`config.mk`:
```
export PLATFORM = sky130hd
export DESIGN_NAME = ir_assembler_flat
export DESIGN_NICKNAME = d
export VERILOG_FILES = /design/src/rtl/ir_pkg.sv /design/src/rtl/ir_assembler_if.sv /design/src/rtl/ir_beat_ctr.sv /design/src/rtl/ir_assembler.sv /design/src/flat_wrapper.sv
export SDC_FILE = /design/constraint.sdc
export NUM_CORES = 1
export LEC_CHECK = 0
export BUFFER_PORTS_ARGS = -buffer_cell sky130_fd_sc_hd__buf_2
export CORE_MARGIN = 3
export CORE_UTILIZATION = 33
export CTS_BUF_LIST = sky130_fd_sc_hd__clkbuf_16
export CTS_CLUSTER_SIZE = 12
export DETAILED_ROUTE_END_ITERATION = 6
export GPL_ROUTABILITY_DRIVEN = 0
export SYNTH_ARGS = -nofsm -noshare
export SYNTH_HDL_FRONTEND = slang
export SYNTH_SLANG_ARGS = --single-unit
```
`constraint.sdc`:
```
create_clock -name clk -period 3.2 [get_ports clk]
set_input_delay 0.96 -clock clk [delete_from_list [all_inputs] [get_ports clk]]
set_output_delay 0.96 -clock clk [all_outputs]
set_load 0.005 [all_outputs]
```
`src/rtl/ir_pkg.sv`:
```
`default_nettype none
// ============================================================================
// Module   : ir_pkg
// Purpose  : Shared types and default sizing for the instruction assembler.
// Revision : 1.0 - initial release
// ============================================================================
package ir_pkg;

  // Assembler control state: waiting for a first beat, or collecting beats.
  typedef enum logic [0:0] {
    IDLE = 1'b0,
    FILL = 1'b1
  } state_t;

  localparam int DEF_BUS_W     = 8;
  localparam int DEF_MAX_BEATS = 4;

endpackage
`default_nettype wire

```
`src/rtl/ir_assembler_if.sv`:
```
`default_nettype none
// ============================================================================
// Module   : ir_assembler_if
// Purpose  : Beat input and assembled-instruction output bundle.
// Revision : 1.0 - initial release
// ============================================================================
interface ir_assembler_if #(
  parameter int BUS_W     = ir_pkg::DEF_BUS_W,
  parameter int MAX_BEATS = ir_pkg::DEF_MAX_BEATS
);
  localparam int CW = $clog2(MAX_BEATS + 1);

  logic                       ena;
  logic                       clr;
  logic [BUS_W-1:0]           data;
  logic [CW-1:0]              len;
  logic [BUS_W*MAX_BEATS-1:0] ir;
  logic                       ir_valid;
  logic                       busy;
  logic [CW-1:0]              beat_cnt;
  logic                       len_err;

  // Fetch side: supplies beats, observes the assembled result.
  modport master (
    output ena, clr, data, len,
    input  ir, ir_valid, busy, beat_cnt, len_err
  );

  // Assembler side.
  modport slave (
    input  ena, clr, data, len,
    output ir, ir_valid, busy, beat_cnt, len_err
  );
endinterface
`default_nettype wire

```
`src/rtl/ir_beat_ctr.sv`:
```
`default_nettype none
// ============================================================================
// Module   : ir_beat_ctr
// Purpose  : IDLE/FILL sequencer, beat counter and length comparator. Tells
//            the assembler where to store each beat and when to commit.
// Revision : 1.0 - initial release
// ============================================================================
module ir_beat_ctr
  import ir_pkg::*;
#(
  parameter int MAX_BEATS = DEF_MAX_BEATS,
  localparam int CW       = $clog2(MAX_BEATS + 1)
) (
  input  wire logic          clk,
  input  wire logic          rst,
  input  wire logic          ena,
  input  wire logic          clr,
  input  wire logic [CW-1:0] len,
  output logic               busy,
  output logic [CW-1:0]      beat_cnt,
  output logic               len_err,
  output logic               capture,
  output logic [CW-1:0]      wr_idx,
  output logic               commit,
  output logic [CW-1:0]      len_eff
);

  state_t        state;
  logic [CW-1:0] len_q;
  logic          len_ok;

  assign len_ok = (len != '0) && (len <= CW'(MAX_BEATS));
  assign busy   = (state == FILL);

  // Decode this edge's action: store a beat, and whether it completes the
  // instruction. The first beat is judged against the live len, later beats
  // against the latched one.
  always_comb begin
    capture = 1'b0;
    commit  = 1'b0;
    wr_idx  = beat_cnt;
    len_eff = len_q;
    unique case (state)
      IDLE: begin
        if (ena && !clr && len_ok) begin
          capture = 1'b1;
          wr_idx  = '0;
          len_eff = len;
          commit  = (len == CW'(1));
        end
      end
      FILL: begin
        if (ena && !clr) begin
          capture = 1'b1;
          commit  = ((beat_cnt + CW'(1)) == len_q);
        end
      end
      default: ;
    endcase
  end

  // Sequencer: state, beat count, latched length and length-error pulse.
  always_ff @(posedge clk or posedge rst) begin
    if (rst) begin
      state    <= IDLE;
      beat_cnt <= '0;
      len_q    <= '0;
      len_err  <= 1'b0;
    end else begin
      len_err <= 1'b0;
      unique case (state)
        IDLE: begin
          if (ena && !clr) begin
            if (len_ok) begin
              len_q <= len;
              if (len == CW'(1)) begin
                beat_cnt <= '0;
              end else begin
                beat_cnt <= CW'(1);
                state    <= FILL;
              end
            end else begin
              len_err <= 1'b1;
            end
          end
        end
        FILL: begin
          // clr or a gap in ena abandons the partial instruction.
          if (clr || !ena || commit) begin
            beat_cnt <= '0;
            state    <= IDLE;
          end else begin
            beat_cnt <= beat_cnt + CW'(1);
          end
        end
        default: state <= IDLE;
      endcase
    end
  end

endmodule
`default_nettype wire

```
`src/rtl/ir_assembler.sv`:
```
`default_nettype none
// ============================================================================
// Module   : ir_assembler
// Purpose  : Collects 1..MAX_BEATS fetched beats into one right-aligned,
//            zero-extended instruction word.
// Revision : 1.0 - initial release
// ============================================================================
module ir_assembler
  import ir_pkg::*;
#(
  parameter int BUS_W      = DEF_BUS_W,
  parameter int MAX_BEATS  = DEF_MAX_BEATS,
  parameter int BIG_ENDIAN = 1
) (
  input  wire logic     clk,
  input  wire logic     rst,
  ir_assembler_if.slave bus
);

  localparam int CW   = $clog2(MAX_BEATS + 1);
  localparam int IR_W = BUS_W * MAX_BEATS;

  logic             capture;
  logic             commit;
  logic [CW-1:0]    wr_idx;
  logic [CW-1:0]    len_eff;
  logic [BUS_W-1:0] shadow     [MAX_BEATS];
  logic [BUS_W-1:0] shadow_nxt [MAX_BEATS];
  logic [IR_W-1:0]  ir_nxt;
  logic [IR_W-1:0]  ir_q;
  logic             ir_valid_q;

  ir_beat_ctr #(.MAX_BEATS(MAX_BEATS)) u_ctr (
    .clk      (clk),
    .rst      (rst),
    .ena      (bus.ena),
    .clr      (bus.clr),
    .len      (bus.len),
    .busy     (bus.busy),
    .beat_cnt (bus.beat_cnt),
    .len_err  (bus.len_err),
    .capture  (capture),
    .wr_idx   (wr_idx),
    .commit   (commit),
    .len_eff  (len_eff)
  );

  // Shadow contents including this edge's beat, so the final beat can be
  // committed on the same edge that captures it.
  always_comb begin
    for (int i = 0; i < MAX_BEATS; i++) begin
      shadow_nxt[i] = (capture && (wr_idx == CW'(i))) ? bus.data : shadow[i];
    end
  end

  // Place beats into the right-aligned word; slots at or above len stay zero
  // so stale beats from longer instructions never leak through.
  always_comb begin
    ir_nxt = '0;
    for (int p = 0; p < MAX_BEATS; p++) begin
      for (int i = 0; i < MAX_BEATS; i++) begin
        if (p < int'(len_eff)) begin
          if ((BIG_ENDIAN != 0) ? (i + p + 1 == int'(len_eff)) : (i == p)) begin
            ir_nxt[p*BUS_W +: BUS_W] = shadow_nxt[i];
          end
        end
      end
    end
  end

  // Shadow buffer, committed instruction and its valid pulse.
  always_ff @(posedge clk or posedge rst) begin
    if (rst) begin
      for (int i = 0; i < MAX_BEATS; i++) begin
        shadow[i] <= '0;
      end
      ir_q       <= '0;
      ir_valid_q <= 1'b0;
    end else begin
      for (int i = 0; i < MAX_BEATS; i++) begin
        shadow[i] <= shadow_nxt[i];
      end
      ir_valid_q <= commit;
      if (commit) begin
        ir_q <= ir_nxt;
      end
    end
  end

  assign bus.ir       = ir_q;
  assign bus.ir_valid = ir_valid_q;

endmodule
`default_nettype wire
```
`src/flat_wrapper.sv`:
```
// flat-port wrapper written by rule: the top's interface ports become plain ports
module ir_assembler_flat import ir_pkg::*;
#(
  parameter int BUS_W      = DEF_BUS_W,
  parameter int MAX_BEATS  = DEF_MAX_BEATS,
  parameter int BIG_ENDIAN = 1
)
  (clk, rst, bus_ena, bus_clr, bus_data, bus_len, bus_ir, bus_ir_valid, bus_busy, bus_beat_cnt, bus_len_err);
  ir_assembler_if #(.BUS_W(BUS_W), .MAX_BEATS(MAX_BEATS)) bus_i ();
  input  wire logic clk;
  input  wire logic rst;
  input wire logic [$bits(bus_i.ena)-1:0] bus_ena;
  input wire logic [$bits(bus_i.clr)-1:0] bus_clr;
  input wire logic [$bits(bus_i.data)-1:0] bus_data;
  input wire logic [$bits(bus_i.len)-1:0] bus_len;
  output wire logic [$bits(bus_i.ir)-1:0] bus_ir;
  output wire logic [$bits(bus_i.ir_valid)-1:0] bus_ir_valid;
  output wire logic [$bits(bus_i.busy)-1:0] bus_busy;
  output wire logic [$bits(bus_i.beat_cnt)-1:0] bus_beat_cnt;
  output wire logic [$bits(bus_i.len_err)-1:0] bus_len_err;
  assign bus_i.ena = bus_ena;
  assign bus_i.clr = bus_clr;
  assign bus_i.data = bus_data;
  assign bus_i.len = bus_len;
  assign bus_ir = bus_i.ir;
  assign bus_ir_valid = bus_i.ir_valid;
  assign bus_busy = bus_i.busy;
  assign bus_beat_cnt = bus_i.beat_cnt;
  assign bus_len_err = bus_i.len_err;
  ir_assembler #(.BUS_W(BUS_W), .MAX_BEATS(MAX_BEATS), .BIG_ENDIAN(BIG_ENDIAN)) u_core (.clk(clk), .rst(rst), .bus(bus_i));
endmodule
```
Word level (Yosys, flattened, before mapping)

Cells that the tools add are included.

Register bits: 73
Bits of input ports: 15
Output and inout port bits: 38
Logic and storage cells: 105

Add/sub/neg operators: 1
Magnitude comparators: 5
Equal/unequal tests: 14
Mux-type cells: 59
Bitwise logic cells: 1
Reduce and logical (&&, ||, !) cells: 15

Operators by type and width:

| cell                                                                         | number |
|---|---|
| 8-bit 2-to-1 mux                                                             | 36 |
| 3-bit 2-to-1 mux                                                             | 7 |
| 3-bit equality test (first input constant)                                   | 4 |
| 1-bit 2-to-1 mux                                                             | 12 |
| 1-bit logical AND                                                            | 7 |
| 2-bit by 3-bit equality test with 1-bit output (first input constant)        | 2 |
| 3-bit by 1-bit equality test with 1-bit output (second input constant)       | 2 |
| 3-bit by 2-bit equality test with 1-bit output (second input constant)       | 2 |
| 1-bit by 3-bit less-than comparator with 1-bit output (first input constant) | 2 |
| 2-bit by 3-bit less-than comparator with 1-bit output (first input constant) | 2 |
| 1-bit case mux with 2 select lines                                           | 3 |
| 3-bit case mux with 2 select lines                                           | 1 |
| 2-bit != test (second input constant)                                        | 2 |
| 3-bit by 1-bit adder with 3-bit output (second input constant)               | 1 |
| 1-bit by 3-bit equality test with 1-bit output (first input constant)        | 1 |
| 3-bit equality test                                                          | 1 |
| 3-bit <= comparator (second input constant)                                  | 1 |
| 3-bit zero test                                                              | 1 |
| 3-bit AND reduction                                                          | 1 |
| 3-bit nonzero test                                                           | 1 |
| 1-bit zero test                                                              | 2 |
| 1-bit logical OR                                                             | 2 |
| 2-bit AND reduction                                                          | 1 |
| 1-bit NOT                                                                    | 1 |

Logic depth before layout (Yosys ltp)

Gate-level depths: netlist of run 1.

Word-level depth: 16
Gate-level depth with buffers: 9
Mapped depth without buffers: 7

By module

From an unflattened synthesis of run 1, not the netlist that was laid out.

Cell total of the unflattened synthesis: 436
Area total of the unflattened synthesis: 4445.5 um^2

Modules (own cells, without submodules):

| module       | times used | cells each | area an instance (um^2) | sequential area each (um^2) |
|---|---|---|---|---|
| ir_assembler | 1          | 381        | 3828.7                  | 1626.6 |
| ir_beat_ctr  | 1          | 55         | 616.8                   | 200.2 |

Worst setup path before layout of run 1

OpenSTA, ideal clock, no wires.

Path type: input-to-reg
From: input bus_len[0]
To: register u_core.ir_q[10] (netlist: u_core.bus.ir[10])
Setup time: 0.136 ns
Arrival time: 2.457 ns
Required time: 3.064 ns
Setup slack: 0.607 ns
Stages: 8
Path through: buf_2 -> or3_1 -> buf_4 -> a31oi_1 -> clkbuf_2 -> nand3b_1 -> o21ai_0 -> a22oi_1

Cells in the longest elaborated chain, start to end: 16

RTL lines:

| what                                                             | line               | text |
|---|---|---|
| start, declared                                                  | flat_wrapper.sv:15 | `input wire logic [$bits(bus_i.len)-1:0] bus_len;` |
| 3-bit <= comparator / 3-bit nonzero test (equally long branches) | ir_beat_ctr.sv:32  | `assign len_ok = (len != '0) && (len <= CW'(MAX_BEATS));` |
| 1-bit logical AND                                                | ir_beat_ctr.sv:32  |  |
| 1-bit logical AND                                                | ir_beat_ctr.sv:45  | `if (ena && !clr && len_ok) begin` |
| 3-bit 2-to-1 mux                                                 | ir_beat_ctr.sv:45  |  |
| 3-bit 2-to-1 mux                                                 | ir_beat_ctr.sv:43  | `unique case (state)` |
| 3-bit zero test                                                  | ir_assembler.sv:52 | `shadow_nxt[i] = (capture && (wr_idx == CW'(i))) ? bus.data : shadow[i];` |
| 1-bit logical AND                                                | ir_assembler.sv:52 |  |
| 8-bit 2-to-1 mux                                                 | ir_assembler.sv:52 |  |
| 8-bit 2-to-1 mux                                                 | ir_assembler.sv:63 | `if ((BIG_ENDIAN != 0) ? (i + p + 1 == int'(len_eff)) : (i == p)) begin` |
| 8-bit 2-to-1 mux                                                 | ir_assembler.sv:62 | `if (p < int'(len_eff)) begin` |
| 8-bit 2-to-1 mux                                                 | ir_assembler.sv:63 |  |
| 8-bit 2-to-1 mux                                                 | ir_assembler.sv:62 |  |
| 8-bit 2-to-1 mux                                                 | ir_assembler.sv:63 |  |
| 8-bit 2-to-1 mux                                                 | ir_assembler.sv:62 |  |
| 8-bit 2-to-1 mux                                                 | ir_assembler.sv:63 |  |
| 8-bit 2-to-1 mux                                                 | ir_assembler.sv:62 |  |
| end signal, assigned                                             | ir_assembler.sv:85 | `ir_q <= ir_nxt;` |
| end, declared                                                    | ir_assembler.sv:30 | `logic [IR_W-1:0] ir_q;` |

Several ways; a longest one is shown, not always the timed one.
A chain may end at the register's enable or synchronous reset.

Worst setup path in the final report of run 1

From: input bus_ena
To: register u_core.ir_q[0] (netlist: u_core.bus.ir[0])

Cells in the longest elaborated chain, start to end: 15

RTL lines:

| what                | line                                 | text |
|---|---|---|
| start, declared     | flat_wrapper.sv:12                   | `input wire logic [$bits(bus_i.ena)-1:0] bus_ena;` |
| 1-bit logical AND * | ir_beat_ctr.sv:45, ir_beat_ctr.sv:53 |  |
| 1-bit logical AND   | ir_beat_ctr.sv:45                    |  |
| 3-bit 2-to-1 mux    | ir_beat_ctr.sv:45                    |  |
| 3-bit 2-to-1 mux    | ir_beat_ctr.sv:43                    |  |
| 3-bit zero test     | ir_assembler.sv:52                   |  |
| 1-bit logical AND   | ir_assembler.sv:52                   |  |
| 8-bit 2-to-1 mux    | ir_assembler.sv:52                   |  |
| 8-bit 2-to-1 mux    | ir_assembler.sv:63                   |  |
| 8-bit 2-to-1 mux    | ir_assembler.sv:62                   |  |
| 8-bit 2-to-1 mux    | ir_assembler.sv:63                   |  |
| 8-bit 2-to-1 mux    | ir_assembler.sv:62                   |  |
| 8-bit 2-to-1 mux    | ir_assembler.sv:63                   |  |
| 8-bit 2-to-1 mux    | ir_assembler.sv:62                   |  |
| 8-bit 2-to-1 mux    | ir_assembler.sv:63                   |  |
| 8-bit 2-to-1 mux    | ir_assembler.sv:62                   |  |

Mark *: on every way between the ends. The rest lies on a longest branch, timed or not.

==> flow_metrics.py, run 1 <==
metrics = {
    "run_status": {
        "status": "finished clean",
    },
    "drt": {
        "drc": 0,
        "drt_iter0_drc": 780,
        "wl_per_cell_um": 22.66,
        "avgViaCountPerCell": 6.491,
        "vias": 4518,
        "drtAntennaViolNets": 0,
        "drt_first_pass_iters": 6,
        "routed_wl_um": 15770,
    },
    "yosys": {
        "synth-simple-area-share_pct": 16.58,
        "synth_top_flop_cell": "dfrtp_1",
        "ys.warnings.count": 0,
        "synth_edf_count": 0,
        "ys_types": 65,
        "synthCells": 468,
        "synthArstFlopShare_pct": 100.0,
        "syn-num-nets": 484,
        "synth_area_per_cell_um2": 9.689,
        "synth_top_family_by_area": "compound AO/OA/AOI/OAI gates",
        "synth_xor_area_share_pct": 1.297,
        "netlist_area_um2": 4534,
        "synth_compound_area_share_pct": 33.89,
        "synth_seq_area_share_pct": 40.29,
        "yosys-mux-area-fraction_pct": 2.235,
        "ys_ff_latch": 73,
        "synthAdderAreaFrac_pct": 0.2759,
    },
    "layout": {
        "multi_input_area_um2": 2469,
        "fin_nets": 531,
        "final_common_cell": "dfrtp_1",
        "area_delta_synth_final_pct": 18.27,
        "nFillCells": 1305,
        "finish.utilization_pct": 40.18,
        "layout-drive-gt1-share_pct": 26.35,
        "n_antenna_cell": 0,
        "seq_area_um2": 1827,
        "layoutNonFillerInstCount": 696,
        "layout_common_cells": "dfrtp_1 (73), nand2_1 (55), buf_2 (52)",
    },
    "worst_setup_path": {
        "cp.required_ns": 3.44,
        "setup.worst_path.class": "in2reg",
        "crit_fanout": 24,
        "cp-start-kind": "input pin",
        "ff2ff_setup_slack_ns": 0.53,
        "worstSetupStartpoint": "bus_ena",
        "reg2reg_from": "u_core.u_ctr.busy$_DFF_PP0_",
        "crit_arrival_ns": 3.08,
        "crit_path_end_kind": "register",
    },
    "clock_tree": {
        "cts_buffers": 9,
        "clock-sinks": 73,
        "cts_tree": "built",
        "clockBufferDepth": 2,
        "htreeDepth": 3,
        "clkTransAtPathRegs_ns": 0.06,
        "postCtsResizedCells": 0,
        "post-cts-setup-buffers": 0,
        "clk_latency_ns": 0.34,
        "cts_hold_buf": 0,
        "clock-root-buffer": "clkbuf_16",
    },
    "power": {
        "ir_worst_vdd_v": 0.0002820,
        "total_power_mw": 3.175,
        "p_per_area_nw_per_um2": 592.1,
        "p_leak_nw": 2.221,
    },
    "floorplanning": {
        "start_util_pct": 33.97,
        "pin_count": 53,
        "die_area_um2": 15180,
        "die_y_um": 123.2,
        "die_w_um": 123.2,
        "fp-row-count": 42,
        "core-area_um2": 13350,
    },
    "sta": {
        "skew_ns": 0.007975,
        "fmax_ghz": 0.3527,
        "post-route-period-util_pct": 88.60,
        "holdWs_ns": 0.5531,
        "period_needed_ns": 2.835,
        "rsz0062_at_grt": "false",
        "setup_tns_ns": 0,
        "setup_viol": 0,
        "max_slew.worst_pin.slew_ns": 1.135,
        "slew_viol_final": 0,
        "final_hold_viol_count": 0,
        "slew_headroom_pct": 24.33,
    },
    "global_route": {
        "grt_pass1_vias": 4292,
        "grt_remaining_overflow": 0,
        "track_usage_pct": 21.07,
        "antenna_found_initial": 0,
        "grt_pass1_wl_um": 24610,
        "grt_max_degree": 74,
    },
    "placement": {
        "dp_hpwl_um": 10730,
        "post-place-cells": 680,
        "io_buffers": 52,
    },
    "hold_path": {
        "hold_path_class": "reg2reg",
        "hp-start": "u_core.bus.ir[25]$_DFFE_PP0P_",
    },
    "run": {
        "drv_cap": 0,
    },
}
worst paths after layout:
check / to / cells past startpoint
worst max register to register: u_core.bus.ir[0]$_DFFE_PP0P_ / 5
max in group asynchronous: u_core.bus.ir[10]$_DFFE_PP0P_ / 3
min in group asynchronous: u_core.bus.ir[5]$_DFFE_PP0P_ / 3
worst max-delay path: u_core.bus.ir[0]$_DFFE_PP0P_ / 6
worst min register to register: u_core.bus.ir[25]$_DFFE_PP0P_ / 2
worst min-delay path: u_core.bus.ir[25]$_DFFE_PP0P_ / 2
per-layer routing:
layer	global-route usage, %	routed length [µm]
met5	0	0
met4	9.550	490
met3	4.254	1623
met2	29.87	6869
met1	30.79	6785
through the flow:
stage | setup WS (ns) | cell area, µm²
floorplan | 0.3867 | 4534
global placement | 0.1656 | 5019
detailed placement | 0.05892 | 5019
CTS | 0.4197 | 5363
global route | 0.2009 | 5363
finish | 0.3647 | 5363
report_power, final:
group / switching [mW] / total [mW] / internal, mW
clock network: 0.417 / 1.18 / 0.761
logic: 0.584 / 0.863 / 0.279
registers: 0.0709 / 1.13 / 1.06
synth_stat cells, drive strengths merged, types with 6 or more instances:
cell type   n  area, µm²
o21ai      50      254.0
mux2        9      101.4
or4b        8      80.08
a21oi      20      100.1
o31ai       8      60.06
clkbuf     18      72.57
nor2       13      48.80
a221oi     16      190.2
a22oi      24      180.2
o211ai     32      255.3
a222oi     16      160.2
nand3      19      95.09
inv         6      22.52
buf        24      151.4
nand4       8      50.05
nand2      55      206.5
dfrtp      73       1827
o221ai      8      70.07
a32oi       8      70.07
critical path, stage by stage:
cell and delay [ns]:
buf_2 0.14, or3b_4 0.37, a211oi_4 0.09, o32ai_4 0.92
a221oi_1 0.28, a221oi_2 0.30
cells by family after synthesis:
kind of cell,after synthesis
compound gates,200
simple gates,132
flops,73
buf+inv,48
mux,9
xor+xnor,5
fa+ha+maj,1
registers in the layout (all words and copies together) (netlist names):
| register | count |
|---|---|
| u_core.u_ctr.beat_cnt | 3 |
| u_core.u_ctr.len_err | 1 |
| u_core.u_ctr.len_q | 3 |
| u_core.u_ctr.busy | 1 |
| u_core.shadow | 32 |
| u_core.bus.ir_valid | 1 |
| u_core.bus.ir | 32 |
area by class of cell:
type                       instances  share of cell area [%]
inverter                           6                  0.4200
tap                              176                   4.106
sequential                        73                   34.06
clock buffer                       9                   4.200
clock inverter                     7                   2.217
timing repair buffer              78                   8.959
multi-input combinational        347                   46.03
Note: power is estimated with default switching activity, not from simulation.
==> run 2, diff against run 1 <==
--- a/config.mk
+++ b/config.mk
@@ -7,7 +7,7 @@
 export LEC_CHECK = 0
 export BUFFER_PORTS_ARGS = -buffer_cell sky130_fd_sc_hd__buf_2
 export CORE_MARGIN = 3
-export CORE_UTILIZATION = 33
+export CORE_UTILIZATION = 25
 export CTS_BUF_LIST = sky130_fd_sc_hd__clkbuf_16
 export CTS_CLUSTER_SIZE = 12
 export DETAILED_ROUTE_END_ITERATION = 6
==> flow_metrics.py, run 2 (same netlist as run 1, synthesis figures left out) <==
metrics = {
    "clock_tree": {
        "cts_tree": "built",
        "clk_latency_ns": 0.33,
        "post-cts-setup-buffers": 0,
        "htreeDepth": 3,
        "clock-sinks": 73,
        "clock-root-buffer": "clkbuf_16",
        "cts_buffers": 9,
        "clockBufferDepth": 2,
        "clkTransAtPathRegs_ns": 0.06,
        "cts_hold_buf": 0,
        "postCtsResizedCells": 0,
    },
    "sta": {
        "holdWs_ns": 0.5439,
        "setup_viol": 0,
        "slew_headroom_pct": 20.51,
        "post-route-period-util_pct": 88.59,
        "period_needed_ns": 2.835,
        "skew_ns": 0.006153,
        "setup_tns_ns": 0,
        "rsz0062_at_grt": "false",
        "fmax_ghz": 0.3528,
        "slew_viol_final": 0,
        "final_hold_viol_count": 0,
        "max_slew.worst_pin.slew_ns": 1.192,
    },
    "worst_setup_path": {
        "crit_fanout": 24,
        "crit_arrival_ns": 3.07,
        "cp-start-kind": "input pin",
        "crit_path_end_kind": "register",
        "setup.worst_path.class": "in2reg",
        "cp.required_ns": 3.44,
    },
    "floorplanning": {
        "start_util_pct": 25.86,
        "die_y_um": 140.7,
        "die_w_um": 140.7,
        "core-area_um2": 17540,
        "fp-row-count": 48,
        "die_area_um2": 19790,
        "pin_count": 53,
    },
    "power": {
        "total_power_mw": 2.975,
        "p_seq_share_pct": 38.1,
        "p_per_area_nw_per_um2": 556.8,
        "p_switching_mw": 1.045,
        "ir_worst_vdd_v": 0.0001954,
        "intPower_mw": 1.931,
        "comb_power_share_pct": 28.8,
        "p_clk_share_pct": 33.1,
        "p_sw_share_pct": 35.10,
        "p_leak_nw": 2.178,
    },
    "layout": {
        "n_antenna_cell": 0,
        "fin_nets": 528,
        "finish.utilization_pct": 30.47,
        "layout-drive-gt1-share_pct": 25.34,
        "nFillCells": 1852,
        "final_common_cell": "dfrtp_1",
        "layout_common_cells": "dfrtp_1 (73), nand2_1 (55), buf_2 (52)",
        "fin_area_um2": 5344,
        "area_delta_synth_final_pct": 17.85,
    },
    "drt": {
        "drc": 2,
        "routed_wl_um": 16310,
        "avgViaCountPerCell": 6.043,
        "wl_per_cell_um": 21.98,
        "drt_first_pass_iters": 7,
        "vias": 4484,
        "drtAntennaViolNets": 0,
        "drt_iter0_drc": 573,
    },
    "run_status": {
        "status": "finished with violations",
        "violations": "DRC",
    },
    "run": {
        "drv_cap": 0,
    },
    "hold_path": {
        "hold_path_class": "reg2reg",
    },
    "global_route": {
        "track_usage_pct": 16.29,
        "grt_max_degree": 74,
        "grt_remaining_overflow": 0,
        "antenna_found_initial": 0,
        "grt_pass1_wl_um": 25650,
        "grt_pass1_vias": 4413,
    },
    "placement": {
        "placed_cell_area_um2": 5057,
        "io_buffers": 52,
        "dp_hpwl_um": 11140,
    },
}
-- run 2: changes by cell type in the layout (fill, tap and decap cells not counted) --
cell	delta
buf_4	-3
clkinv_1	+3
clkinv_4	-1
bufinv_16	-2
-- run 2: metrics by stage --
step           instances  worst slack (ns)
6_report             742            0.3651
5_1_grt              742            0.1935
4_1_cts              742            0.4308
3_5_place_dp         726           0.08768
3_3_place_gp         726            0.1501
2_1_floorplan        468            0.3867
-- run 2: critical path, stage by stage --
cell and delay (ns):
buf_2 0.14, or3b_4 0.37, a211oi_4 0.09, o32ai_4 0.92
a221oi_1 0.29, a221oi_2 0.29
-- run 2: power groups by stage --
stage	registers [mW]	logic (mW)	clock network (mW)
after global placement	1.14	0.809	0
final	1.13	0.857	0.984
after CTS	1.13	0.836	1.00
after floorplan	1.13	0.548	0
after detailed placement	1.15	0.834	0
after global routing	1.15	0.918	1.04
-- run 2: path summary, 6_finish.rpt --
path	start	end	slack, ns	cells after the start
max	bus_ena	u_core.bus.ir[2]$_DFFE_PP0P_	0.37	6
min	u_core.bus.ir[24]$_DFFE_PP0P_	u_core.bus.ir[24]$_DFFE_PP0P_	0.54	2
max reg2reg	u_core.u_ctr.busy$_DFF_PP0_	u_core.bus.ir[2]$_DFFE_PP0P_	0.55	5
min reg2reg	u_core.bus.ir[24]$_DFFE_PP0P_	u_core.bus.ir[24]$_DFFE_PP0P_	0.54	2
max in group asynchronous	rst	u_core.shadow[29]$_DFF_PP0_	2.18	3
min in group asynchronous	rst	u_core.bus.ir[29]$_DFFE_PP0P_	0.71	3
-- run 2: area by class of cell --
type                            instances  area (µm²)  share of cell area (%)
Clock buffer                            9       225.2                   4.214
Tap cell                              225       281.5                   5.268
Sequential cell                        73        1827                   34.18
Clock inverter                          7       61.31                   1.147
Multi-Input combinational cell        347        2469                   46.20
Inverter                                6       22.52                  0.4214
Timing Repair Buffer                   75       457.9                   8.569
-- run 2: metal layers --
layer	GRT usage, %	share of wire (%)
met2	25.08	45
met4	7.088	2.1
met3	2.815	11
met5	0	0
met1	22.51	42
